==> src/rtl/rcc_bus_clk_en_gen.sv <==
// rtl/rcc_bus_clk_en_gen.sv - per-channel bus clock-enable generator with ratio handshake and idle gating
module rcc_bus_clk_en_gen #(
    parameter int NUM_CH    = 4,
    parameter int SEL_W     = 3,
    parameter int RST_SEL   = 0,
    parameter int IDLE_HOLD = 4
) (
    input  logic                    sys_clk,
    input  logic                    sys_rst,
    input  logic [NUM_CH*SEL_W-1:0] div_sel,
    input  logic [NUM_CH-1:0]       div_req,
    output logic [NUM_CH-1:0]       div_ack,
    output logic [NUM_CH*SEL_W-1:0] div_cur,
    input  logic [NUM_CH-1:0]       sleep_req,
    input  logic [NUM_CH-1:0]       busy,
    input  logic                    sys_stop,
    output logic [NUM_CH-1:0]       ch_tick,
    output logic [NUM_CH-1:0]       ch_clk_en,
    output logic [NUM_CH-1:0]       ch_on
);

    localparam int CNT_W  = (1 << SEL_W) - 1;
    localparam int HOLD_W = (IDLE_HOLD < 2) ? 1 : $clog2(IDLE_HOLD + 1);
    localparam logic [HOLD_W-1:0] HOLD_LAST = HOLD_W'(IDLE_HOLD);

    typedef enum logic [1:0] {
        ST_RUN,
        ST_HOLD,
        ST_OFF
    } gate_state_t;

    logic [CNT_W-1:0] cnt;

    // True when the low r bits of the shared phase counter are all ones.
    function automatic logic low_ones(input logic [CNT_W-1:0] c, input logic [SEL_W-1:0] r);
        logic ok;
        ok = 1'b1;
        for (int b = 0; b < CNT_W; b++) begin
            if (b < int'(r) && !c[b]) ok = 1'b0;
        end
        return ok;
    endfunction

    always_ff @(posedge sys_clk or posedge sys_rst) begin
        if (sys_rst) cnt <= '0;
        else         cnt <= cnt + 1'b1;
    end

    for (genvar i = 0; i < NUM_CH; i++) begin : g_ch
        logic [SEL_W-1:0]  req_sel;
        logic [SEL_W-1:0]  cur_sel;
        logic [SEL_W-1:0]  pend_sel;
        logic [SEL_W-1:0]  span_sel;
        logic              pend;
        logic              aligned;
        logic              apply;
        logic              ack_q;
        logic              tick_q;
        logic              en_q;
        logic              wake;
        gate_state_t       state;
        gate_state_t       state_nxt;
        logic [HOLD_W-1:0] hold_cnt;
        logic [HOLD_W-1:0] hold_nxt;

        assign req_sel  = div_sel[i*SEL_W +: SEL_W];
        assign span_sel = (pend_sel > cur_sel) ? pend_sel : cur_sel;
        assign aligned  = low_ones(cnt, cur_sel);
        // Switching only where both old and new boundaries coincide avoids runt or stretched ticks.
        assign apply    = pend & low_ones(cnt, span_sel);
        assign wake     = ~sleep_req[i] | busy[i];

        always_ff @(posedge sys_clk or posedge sys_rst) begin
            if (sys_rst) begin
                cur_sel  <= SEL_W'(RST_SEL);
                pend_sel <= SEL_W'(RST_SEL);
                pend     <= 1'b0;
                ack_q    <= 1'b0;
                tick_q   <= 1'b0;
                en_q     <= 1'b0;
                state    <= ST_RUN;
                hold_cnt <= '0;
            end else begin
                tick_q   <= aligned;
                en_q     <= aligned & (state != ST_OFF) & ~sys_stop;
                ack_q    <= apply;
                state    <= state_nxt;
                hold_cnt <= hold_nxt;
                if (apply) cur_sel <= pend_sel;
                if (div_req[i]) begin
                    pend     <= 1'b1;
                    pend_sel <= req_sel;
                end else if (apply) begin
                    pend <= 1'b0;
                end
            end
        end

        always_comb begin
            state_nxt = state;
            hold_nxt  = hold_cnt;
            case (state)
                ST_RUN: begin
                    if (!wake) begin
                        hold_nxt  = '0;
                        state_nxt = (IDLE_HOLD == 0) ? ST_OFF : ST_HOLD;
                    end
                end
                ST_HOLD: begin
                    if (wake) begin
                        state_nxt = ST_RUN;
                    end else if (aligned) begin
                        hold_nxt = hold_cnt + 1'b1;
                        if (hold_cnt + 1'b1 == HOLD_LAST) state_nxt = ST_OFF;
                    end
                end
                ST_OFF: begin
                    if (wake) state_nxt = ST_RUN;
                end
                default: state_nxt = ST_RUN;
            endcase
        end

        assign div_ack[i]                 = ack_q;
        assign div_cur[i*SEL_W +: SEL_W]  = cur_sel;
        assign ch_tick[i]                 = tick_q;
        assign ch_clk_en[i]               = en_q;
        assign ch_on[i]                   = (state != ST_OFF) & ~sys_stop;
    end

endmodule

==> config.mk <==
export PLATFORM = sky130hd
export DESIGN_NAME = rcc_bus_clk_en_gen
export DESIGN_NICKNAME = d
export VERILOG_FILES = /design/src/rtl/rcc_bus_clk_en_gen.sv
export SDC_FILE = /design/constraint.sdc
export NUM_CORES = 1
export LEC_CHECK = 0
export ABC_AREA = 0
export CAP_MARGIN = 20
export CORE_MARGIN = 4
export CORE_UTILIZATION = 40
export DETAILED_ROUTE_END_ITERATION = 10
export DONT_BUFFER_PORTS = 1
export PLACE_DENSITY = 0.53
export REMOVE_ABC_BUFFERS = 1
export SYNTH_ARGS = -nofsm -noshare
export SYNTH_HDL_FRONTEND = slang
export SYNTH_SLANG_ARGS = --single-unit
==> constraint.sdc <==
create_clock -name sys_clk -period 4.1 [get_ports sys_clk]
set_input_delay 0.41 -clock sys_clk [delete_from_list [all_inputs] [get_ports sys_clk]]
set_output_delay 0.41 -clock sys_clk [all_outputs]
set_load 0.01 [all_outputs]
---- Word level (Yosys, flattened, before mapping) ----
Cells that the tools add are included.
word-level totals
  register bits ........................... 67
  latch bits .............................. 0
  bits in writable memories ............... 0
  bits in read-only memories .............. 0
  bits of input ports ..................... 27
  output and inout bits ................... 28
  word-level logic and storage cells ...... 354
  memories ................................ 0
cells by class
  add/sub/neg operators ................... 5
  $mul .................................... 0
  divide/modulo/power cells ............... 0
  $lt $le $gt $ge ......................... 60
  equal/unequal tests ..................... 40
  shift-type cells ........................ 0
  multiplexer cells ....................... 108
  bitwise gates (word level) .............. 25
  reduce and logical (&&, ||, !) cells .... 83
operators with widths
  kind                                                 number
  < comparator 3 bit, first input constant             24
  two-way mux 1 bit                                    64
  logical AND 1 bit                                    56
  < comparator 1 x 3 -> 1 bit, first input constant    16
  < comparator 2 x 3 -> 1 bit, first input constant    16
  two-way mux 3 bit                                    16
  two-way mux 2 bit                                    20
  inequality test 2 bit, second input constant         20
  AND reduction 4 bit                                  8
  inequality test 3 bit, second input constant         8
  case mux 2 bit (3 select lines)                      4
  case mux 3 bit (2 select lines)                      4
  bitwise AND 1 bit                                    16
  nonzero test 2 bit                                   8
  adder 3 x 1 -> 3 bit, second input constant          4
  equality test 3 bit, second input constant           4
  > comparator 3 bit                                   4
  equality test 2 x 1 -> 1 bit, second input constant  4
  equality test 2 bit, second input constant           4
  logical NOT 2 bit                                    4
  adder 7 x 1 -> 7 bit, second input constant          1
  logical NOT 1 bit                                    7
  NOT 1 bit                                            5
  bitwise OR 1 bit                                     4

---- Depth between registers and ports, before layout ----
  depth in word-level cells ............... 14
  mapped depth ............................ 9

---- Worst setup path after synthesis ----
Ideal clock, no wire load.
  kind .................................... flip-flop to flip-flop
  start point ............................. reg g_ch[0].cur_sel[2]
  end point ............................... reg g_ch[0].cur_sel[1]
  library setup time ...................... 125 ps
  arrival time ............................ 2,261 ps
  data required time ...................... 3,975 ps
  slack ................................... 1,714 ps
  cell stages (with the launch flop) ...... 10
  buffers on the path ..................... 0
  period minus slack after synthesis ...... 2,386 ps
  cell sequence ........................... dfrtp_1 inv_1 ha_1 a21oi_2 and2_2 nor3_1 o311ai_1 a21oi_1 nor3b_2 mux2_2
between the ends
  word-level cells in the longest chain between the ends .. 12
RTL lines
  item                            RTL line  source
  start, declared                 51        logic [SEL_W-1:0] cur_sel;
  start signal, assigned          75        cur_sel <= SEL_W'(RST_SEL);
  start signal, assigned          89        if (apply) cur_sel <= pend_sel;
  > comparator 3 bit              67        assign span_sel = (pend_sel > cur_sel) ? pend_sel : cur_sel;
  two-way mux 3 bit (*)           67
  < comparator 1 x 3 -> 1 bit     39        if (b < int'(r) && !c[b]) ok = 1'b0;
  logical AND 1 bit               39
  two-way mux 1 bit (6 in a row)  39
  two-way mux 1 bit (*)           39
  bitwise AND 1 bit (*)           70        assign apply = pend & low_ones(cnt, span_sel);
  named net g_ch[0].apply         56        logic apply;
Mark *: on every way through the listed nets, which the timed path passes. The rest lies on a longest branch.
A chain may end at the register's enable or synchronous reset.

---- Worst setup path in the final report ----
  start point ............................. reg g_ch[1].cur_sel[1]
  end point ............................... reg g_ch[1].cur_sel[0]
between the ends
  word-level cells in the longest chain between the ends .. 12
RTL lines
  item                            RTL line
  start, declared                 51
  start signal, assigned          75
  start signal, assigned          89
  > comparator 3 bit              67
  two-way mux 3 bit (*)           67
  < comparator 1 x 3 -> 1 bit     39
  logical AND 1 bit               39
  two-way mux 1 bit (6 in a row)  39
  two-way mux 1 bit (*)           39
  bitwise AND 1 bit (*)           70
Mark *: on every way between the ends. The rest lies on a longest branch, timed or not.

==> results.md <==
- Outcome: finished clean
- Critical-path maximum fanout: 9
- Via density: roughly 5.5
- Ys async rst share: 100%
- Via count: 2814
- Hold-fix buffers, CTS: 0
- First-pass GRT wire length: 13600 um
- Max incr delay on CP: about 0.54 ns
- Top-area cell type share of the netlist area: 43.9%
- CP max stage cell: dfrtp_1
- Startpoint Class: flop
- Largest net degree at the start of global routing: between 40 and 50
- Synth cell types: 51
- HPWL after DPL: 5770 um
- Root Buffer: clkbuf_8
- Worst Clk Skew: 0.00795 ns
- Peak supply drop: just over 0.0003 V
- Die height: 106 um
- CP Class: flop to flop
- Register area: 1680 um2
- Synth Register Bits: 67
- Avg Synthesized Cell Area: 10.0 um2
- Final Net Count: 425
- Most common cell on crit path: o21ai_0
- CP arrival: a little under 3 ns
- Worst path required time: 4.33 ns
- # fillers: around 900
- Initial core utilization: between 40% and 50%
- First DRT Iteration DRCs: 101
- Syn-to-layout area delta: 6.78%
- Synth area leaders: dfrtp_1 (44%), ha_1 (6.9%), mux2_2 (6.5%), o21ai_0 (4.9%), inv_1 (2.9%)
- Most frequent cells after synthesis: dfrtp_1 (67), o21ai_0 (37), inv_1 (29)
- Pleak: 1.89 nW
- Worst-Margin Slew: 0.849 ns
- Fin crit share: 66.4%
- Slew Limit Fails: 0
- H-Tree Depth: 3
- Pwr Total: 2.72 mW
- Final antenna-violating net count: 0
- TritonCTS buffer count: 9
- Core area: 9280 um2
- Syn Std Cell Area: 3820 um2
- Crit path cell chain: inv_1 > ha_1 > nand2_1 > o21ai_0 > o21ai_0 > a311oi_1 > o21ai_0 > nand3_1 > mux2_2
- Slew HR: 43.3%
- Worst min-delay path class: input port to async pin
- Cell with the most instances after synthesis: dfrtp_1
- I/O Buffers: 0
- Synth warnings: 0
- Clock slew seen by the registers of the worst setup and hold paths: around 0.080 ns
- Min cycle time layout: 2.72 ns
- Register area share after synthesis: ~44%
- Number of global-route vias before repair: approximately 2.8k
- IO Pins: 55
- Synth area leader: dfrtp_1
- WL final: 7990 um
- Number of synthesized flops with an enable pin: 0
- Reg2Reg Depth: 9
- CTS tree: yes
- Final setup viols: 0
- DR DRC count: 0
- Syn Inst Count: 381
- Final Core Density: 43.9%
- Drt wl/cell: 15.6 um
- Max-capacitance violation count: 0
- Tot GR Track Use: 14.9%
- Longest Clk Path Bufs: 2
- Row Count: 35
- Drt pass-1 iters: 4
- RSZ-0062 raised after global routing: false
- Share of cells above drive strength 1: 14.1%
- Gr ovfl total: 0
- Primary FF master, synth: dfrtp_1
- TNS Setup: 0 ns
- Setup bufs post-CTS: 0
- Fmax: 0.367 GHz
- Initial antenna violation count: 0
- Sink Count: 67
- Routability Congestion: roughly 0.78
- Final Hold Fails: 0
- CP Capture Type: flop
- Diode count: 0
- Die area: 11200 um2
- Clk_lat worst skew: 0.35 ns
- Resize count post-CTS: 0
- Multi-input combinational cell area: 1920 um2
- Die W: ~110 um
- Power Dens Cells: 666 nW/um2
[kinds of logic after synthesis]
family | Yosys count | synth area share, %
compound gates | 106 | 18.3
simple gates | 105 | 15.2
flops | 67 | 43.9
buf+inv | 46 | 5.83
mux | 27 | 7.80
fa+ha+maj | 21 | 6.88
xor+xnor | 9 | 2.06
[power by group]
group / internal [mW] / total [mW] / switching (mW) / leakage, nW
clock: 0.285 / 0.566 / 0.281 / 0.0962
combinational: 0.503 / 1.11 / 0.610 / 0.947
sequential: 0.814 / 1.04 / 0.223 / 0.845
[layout by cell type (no fill, tap or decap), drive strengths merged, types with 4 or more instances in the layout]
cell and instances:
and3b 4, a31oi 4, inv 32, o211ai 4, o21bai 4, nor2b 15, nand2b 5, nor3 6
clkbuf 9, nand3 19, xor2 5, mux2 22, mux2i 5, a21oi 19, dfrtp 67, o21ai 38
a22o 7, and2 4, nand4 6, ha 21, or3b 4, a21boi 5, nor2 14, xnor2 4
a32oi 5, nand2 19
[metrics by stage]
stage / cells / instance area, um2 / hold slack (ns) / worst slack (ns)
6_report: 511 / 4080 / 0.116 / 1.38
5_1_grt: 511 / 4080 / 0.118 / 1.08
4_1_cts: 511 / 4080 / 0.115 / 1.41
3_5_place_dp: 495 / 3880 / 0.465 / 1.45
3_3_place_gp: 495 / 3880 / 0.473 / 1.45
2_1_floorplan: 365 / 3710 / 0.449 / 1.71
[critical path, delay by kind of cell (launching register included)]
kind / cells / cell delay, ns
multiplexers: 1 / 0.36
flip-flops: 1 / 0.54
adder cells (fa/ha/maj): 1 / 0.35
AND/OR/NAND/NOR: 2 / 0.25
AO/OA/AOI/OAI: 4 / 1.04
buffers and inverters: 1 / 0.08
[path summary, 6_finish.rpt]
kind / to / slack (ns) / from
setup / recovery: g_ch[1].cur_sel[0] / 1.38 / g_ch[1].cur_sel[1]
hold / removal: g_ch[1].en_q / 0.12 / sys_rst
setup reg to reg: g_ch[1].cur_sel[0] / 1.38 / g_ch[1].cur_sel[1]
hold reg to reg: g_ch[3].pend / 0.49 / g_ch[3].pend
max in group asynchronous: g_ch[1].cur_sel[0] / 3.12 / sys_rst
min in group sys_clk: g_ch[3].en_q / 0.13 / sys_stop
[state kept, by name (all words and copies together), names as in the netlist]
signal         cells
cnt                7
g_ch.ack_q         4
g_ch.cur_sel      12
g_ch.en_q          4
g_ch.hold_cnt     12
g_ch.pend          4
g_ch.pend_sel     12
g_ch.state         8
g_ch.tick_q        4
[cell type report]
class                      count  share of cell area, %
timing repair buffer           1                  0.184
sequential                    67                   41.1
clock buffer                   9                   3.04
multi-input combinational    268                   47.1
inverter                      30                   2.76
clock inverter                 7                   1.87
tap                          129                   3.96
[metal layers]
metal  vias up  routed length [um]  GRT usage [%]
li1       1354                   -              -
met1      1389                3700           18.9
met2        62                3800           24.5
met3         9                 417           4.53
met4         0                  76           4.44
met5         -                   0              0
No activity file was read; power rests on OpenSTA's default activity.
==> RTL edit 1: new RTL, same settings <==
Add an input register stage for `div_sel` and `div_req`, without a reset; this delays them by one clock. The other inputs are not delayed to match.
--- a/src/rtl/rcc_bus_clk_en_gen.sv
+++ b/src/rtl/rcc_bus_clk_en_gen.sv
@@ -30,2 +30,10 @@
     } gate_state_t;
+
+    logic [NUM_CH*SEL_W-1:0] div_sel_q;
+    logic [NUM_CH-1:0] div_req_q;
+
+    always_ff @(posedge sys_clk) begin
+        div_sel_q <= div_sel;
+        div_req_q <= div_req;
+    end
 
@@ -65,3 +73,3 @@
 
-        assign req_sel  = div_sel[i*SEL_W +: SEL_W];
+        assign req_sel  = div_sel_q[i*SEL_W +: SEL_W];
         assign span_sel = (pend_sel > cur_sel) ? pend_sel : cur_sel;
@@ -89,3 +97,3 @@
                 if (apply) cur_sel <= pend_sel;
-                if (div_req[i]) begin
+                if (div_req_q[i]) begin
                     pend     <= 1'b1;
Behaviour: not the same (a bounded check fails within 4 cycles, from zero or initial values and one cycle with sys_rst high).
==> RTL edit 1 against the original RTL <==
  * Total power rose by 0.51%
  * Clock skew rose by 6.9 ps
  * Design area grew 6.5%
  * Sequential cell count grew 16
  * Routed wire length is 0.64% lower
  * Synthesized area rose by 7.7%
  * Non-clock buffer count stayed put
  * Worst setup slack got worse by 190 ps
==> RTL edit 1: results <==
set metrics [dict create \
    area_growth_syn_to_layout_pct 5.57 \
    yosysTopAreaCellShare_pct 40.8 \
    nFillCells 968 \
    viasPerCell 5.34 \
    grt_use_met3_pct 4.11 \
    multi_input_area_share_pct 42.6 \
    post_dp_cell_area_um2 4140 \
    cp-endpoint "g_ch[3].cur_sel[1]" \
    cp_top_family "simple AND/OR/NAND/NOR gates" \
    arrival_ps 3150 \
    final_nets 428 \
    dp_cells 502 \
    grt_usage_pct 14.9 \
    grt_start_max_net_pins 37 \
    dp_hpwl_mm 5.74 \
    drt-initial-drc-count 99 \
    seq_area_frac_synth_pct 48.6 \
    grt_pass1_wl_mm 13.8 \
    outcome "finished clean" \
    slowest_delay_ps 710 \
    synth.cells.most_frequent "67 x dfrtp_1, 31 x inv_1, 31 x nor2_1" \
    n_clock_buffer 11 \
    ir_worst_vdd_uv 249 \
    grt_pass1_vias 2860 \
    place.gp.congestion 0.812 \
    p_leak_nw 2.05 \
    ys_types 56 \
    slew_headroom_pct 44.0 \
    multi_input_cells 254 \
    critPathSlowestCell "or4b_2" \
    power_frac_comb_pct 35.1 \
]
-- RTL edit 1: kinds of logic after synthesis --
logic type	after synthesis	share of synthesized area (%)
adders and majority gates	21	6.39
DFF	83	48.6
buffers and inverters	47	6.48
and+or+nand+nor	108	14.8
xor gates and xnor gates	9	1.92
AOI/OAI and AO/OA	86	13.9
muxes	30	7.94
-- RTL edit 1: worst reg2reg max path, cell delays in order, from the launching register on --
cell	delay [ps]
dfrtp_1	490
inv_1	110
ha_1	360
and3_1	200
or4b_2	710
a21oi_1	210
o211ai_1	130
nand4_1	230
mux2_2	360
-- RTL edit 1: stage by stage --
| step | power [mW] | hold WS (ps) |
|---|---|---|
| detailed placement | 2.16 | 428 |
| CTS | 2.77 | 38.5 |
| global route | 2.97 | 30.7 |
| floorplan | 1.93 | 410 |
| global placement | 2.13 | 418 |
| finish | 2.73 | 16.3 |
==> RTL edit 2: new RTL, config.mk and constraints unchanged <==
Without the edit above. Change the parameter `IDLE_HOLD` from 4 to 8.
--- a/src/rtl/rcc_bus_clk_en_gen.sv
+++ b/src/rtl/rcc_bus_clk_en_gen.sv
@@ -5,3 +5,3 @@
     parameter int RST_SEL   = 0,
-    parameter int IDLE_HOLD = 4
+    parameter int IDLE_HOLD = 8
 ) (
Check against the original RTL: not equivalent (a bounded check fails within 10 cycles, from zero or initial values and one cycle with sys_rst high).
==> RTL edit 2 against the original RTL <==
  * Sequential power increased by 4%
  * Clock power increased by 32%
  * Clock skew about the same
  * Total power increased by 4.3%
  * Critical path depth unchanged
  * Cell count increased by 3.7%
  * Routed wire length increased by 0.19%
  * Synthesized area about the same
  * Design area increased by 1.9%
  * Sequential cell count increased by 4
  * Combinational power decreased by 9%
  * Worst setup slack got worse by 180 ps
  * Critical endpoint is now g_ch[3].cur_sel[0]
  * Largest cell class unchanged
  * Highest routed layer unchanged
==> RTL edit 2: results <==
set metrics [dict create \
    synth.cells.most_frequent "71 x dfrtp_1, 42 x nand2_1, 35 x o21ai_0" \
    pre_cts_slack_ps 1270 \
    ys.flop_type "dfrtp_1" \
    synth_area_leaders "dfrtp_1 47%, mux2_2 5.6%, ha_1 5.6%" \
    ir_worst_vdd_uv 356 \
    synthArstFlopShare_pct 100 \
    dp_cells 514 \
    dp_hpwl_mm 5.82 \
    slew_headroom_pct 42.6 \
    nFillCells 914 \
    ctsResizeCount 0 \
    cts_buffers 9 \
    grt_start_max_net_pins 42 \
    worstPathMaxFanout 5 \
    drive_above_1_share_pct 9.73 \
    grt_pass1_wl_mm 13.7 \
    outcome "finished clean" \
    post_dp_cell_area_um2 3880 \
    viasPerCell 5.48 \
    critPathSlowestCell "o311ai_1" \
    wl_mm 8.01 \
    slowest_delay_ps 610 \
    cts_root_buf "clkbuf_8" \
    synth_warnings 0 \
    grt_usage_pct 15.0 \
    r2r_cells 9 \
    synth_cells 400 \
    p_leak_nw 1.90 \
    whs_ps 106 \
    ys_types 47 \
    fin_crit_sh_pct 70.7 \
    drt-initial-drc-count 151 \
    grt_pass1_vias 2912 \
    place.gp.congestion 0.778 \
    skew_ps 7.77 \
    seq_area_frac_synth_pct 46.5 \
    r2r_slack_ps 1200 \
    reg.largest.list "g_ch.hold_cnt x16, g_ch.cur_sel x12, g_ch.pend_sel x12" \
    layout.cells.non_filler 530 \
    h-tree-depth 3 \
    final_nets 440 \
    first_pass_iters 4 \
    diodes 0 \
    antenna_found_initial 0 \
]
RTL edit 2: path summary, 6_finish.rpt:
check | from | endpoint
worst max-delay path | g_ch[3].cur_sel[2] | g_ch[3].cur_sel[0]
worst min-delay path | sys_rst | g_ch[2].hold_cnt[2]
worst max register to register | g_ch[3].cur_sel[2] | g_ch[3].cur_sel[0]
worst min register to register | g_ch[3].state[1] | g_ch[3].state[0]
max in group asynchronous | sys_rst | g_ch[0].pend_sel[0]
min in group sys_clk | sys_stop | g_ch[2].en_q
RTL edit 2: area by class of cell:
cell class / instances / area (µm²) / share of cell area (%)
inverters: 31 / 116 / 2.80
repair buffers: 1 / 7.51 / 0.181
clock buffers: 9 / 124 / 2.98
multi-input cells: 282 / 1820 / 43.9
well taps: 129 / 161 / 3.89
flip-flops and latches: 71 / 1780 / 42.8
clock inverters: 7 / 145 / 3.50
RTL edit 2: kinds of logic after synthesis:
kind of cell / Yosys count / share of synthesized area [%]
AOI/OAI and AO/OA: 104 / 17.4
xor gates and xnor gates: 9 / 2.06
adders and majority gates: 17 / 5.57
buffers and inverters: 47 / 5.80
DFF: 71 / 46.5
muxes: 21 / 6.13
and+or+nand+nor: 131 / 16.6
RTL edit 2: layer usage:
metal | vias to the layer above | GRT usage, % | share of wire (%)
met1 | 1408 | 19.4 | 48
li1 | 1418 | - | -
met3 | 8 | 4.53 | 5.2
met5 | - | 0 | 0
met4 | 0 | 5.27 | 1.2
met2 | 68 | 23.9 | 46
RTL edit 2: where the power goes:
part	internal [mW]	leakage [nW]	switching, mW	total, mW
sequential	0.862	0.896	0.219	1.08
combinational	0.439	0.873	0.568	1.01
clock	0.468	0.130	0.277	0.745
RTL edit 2: worst register-to-register path: stages, from the launching register on:
cell      delay (ps)
dfrtp_1          480
inv_1            120
ha_1             350
nand2_1           80
o21ai_0          350
nand3_1          160
nand2_1          130
a211oi_1         100
o311ai_1         610
mux2_2           410
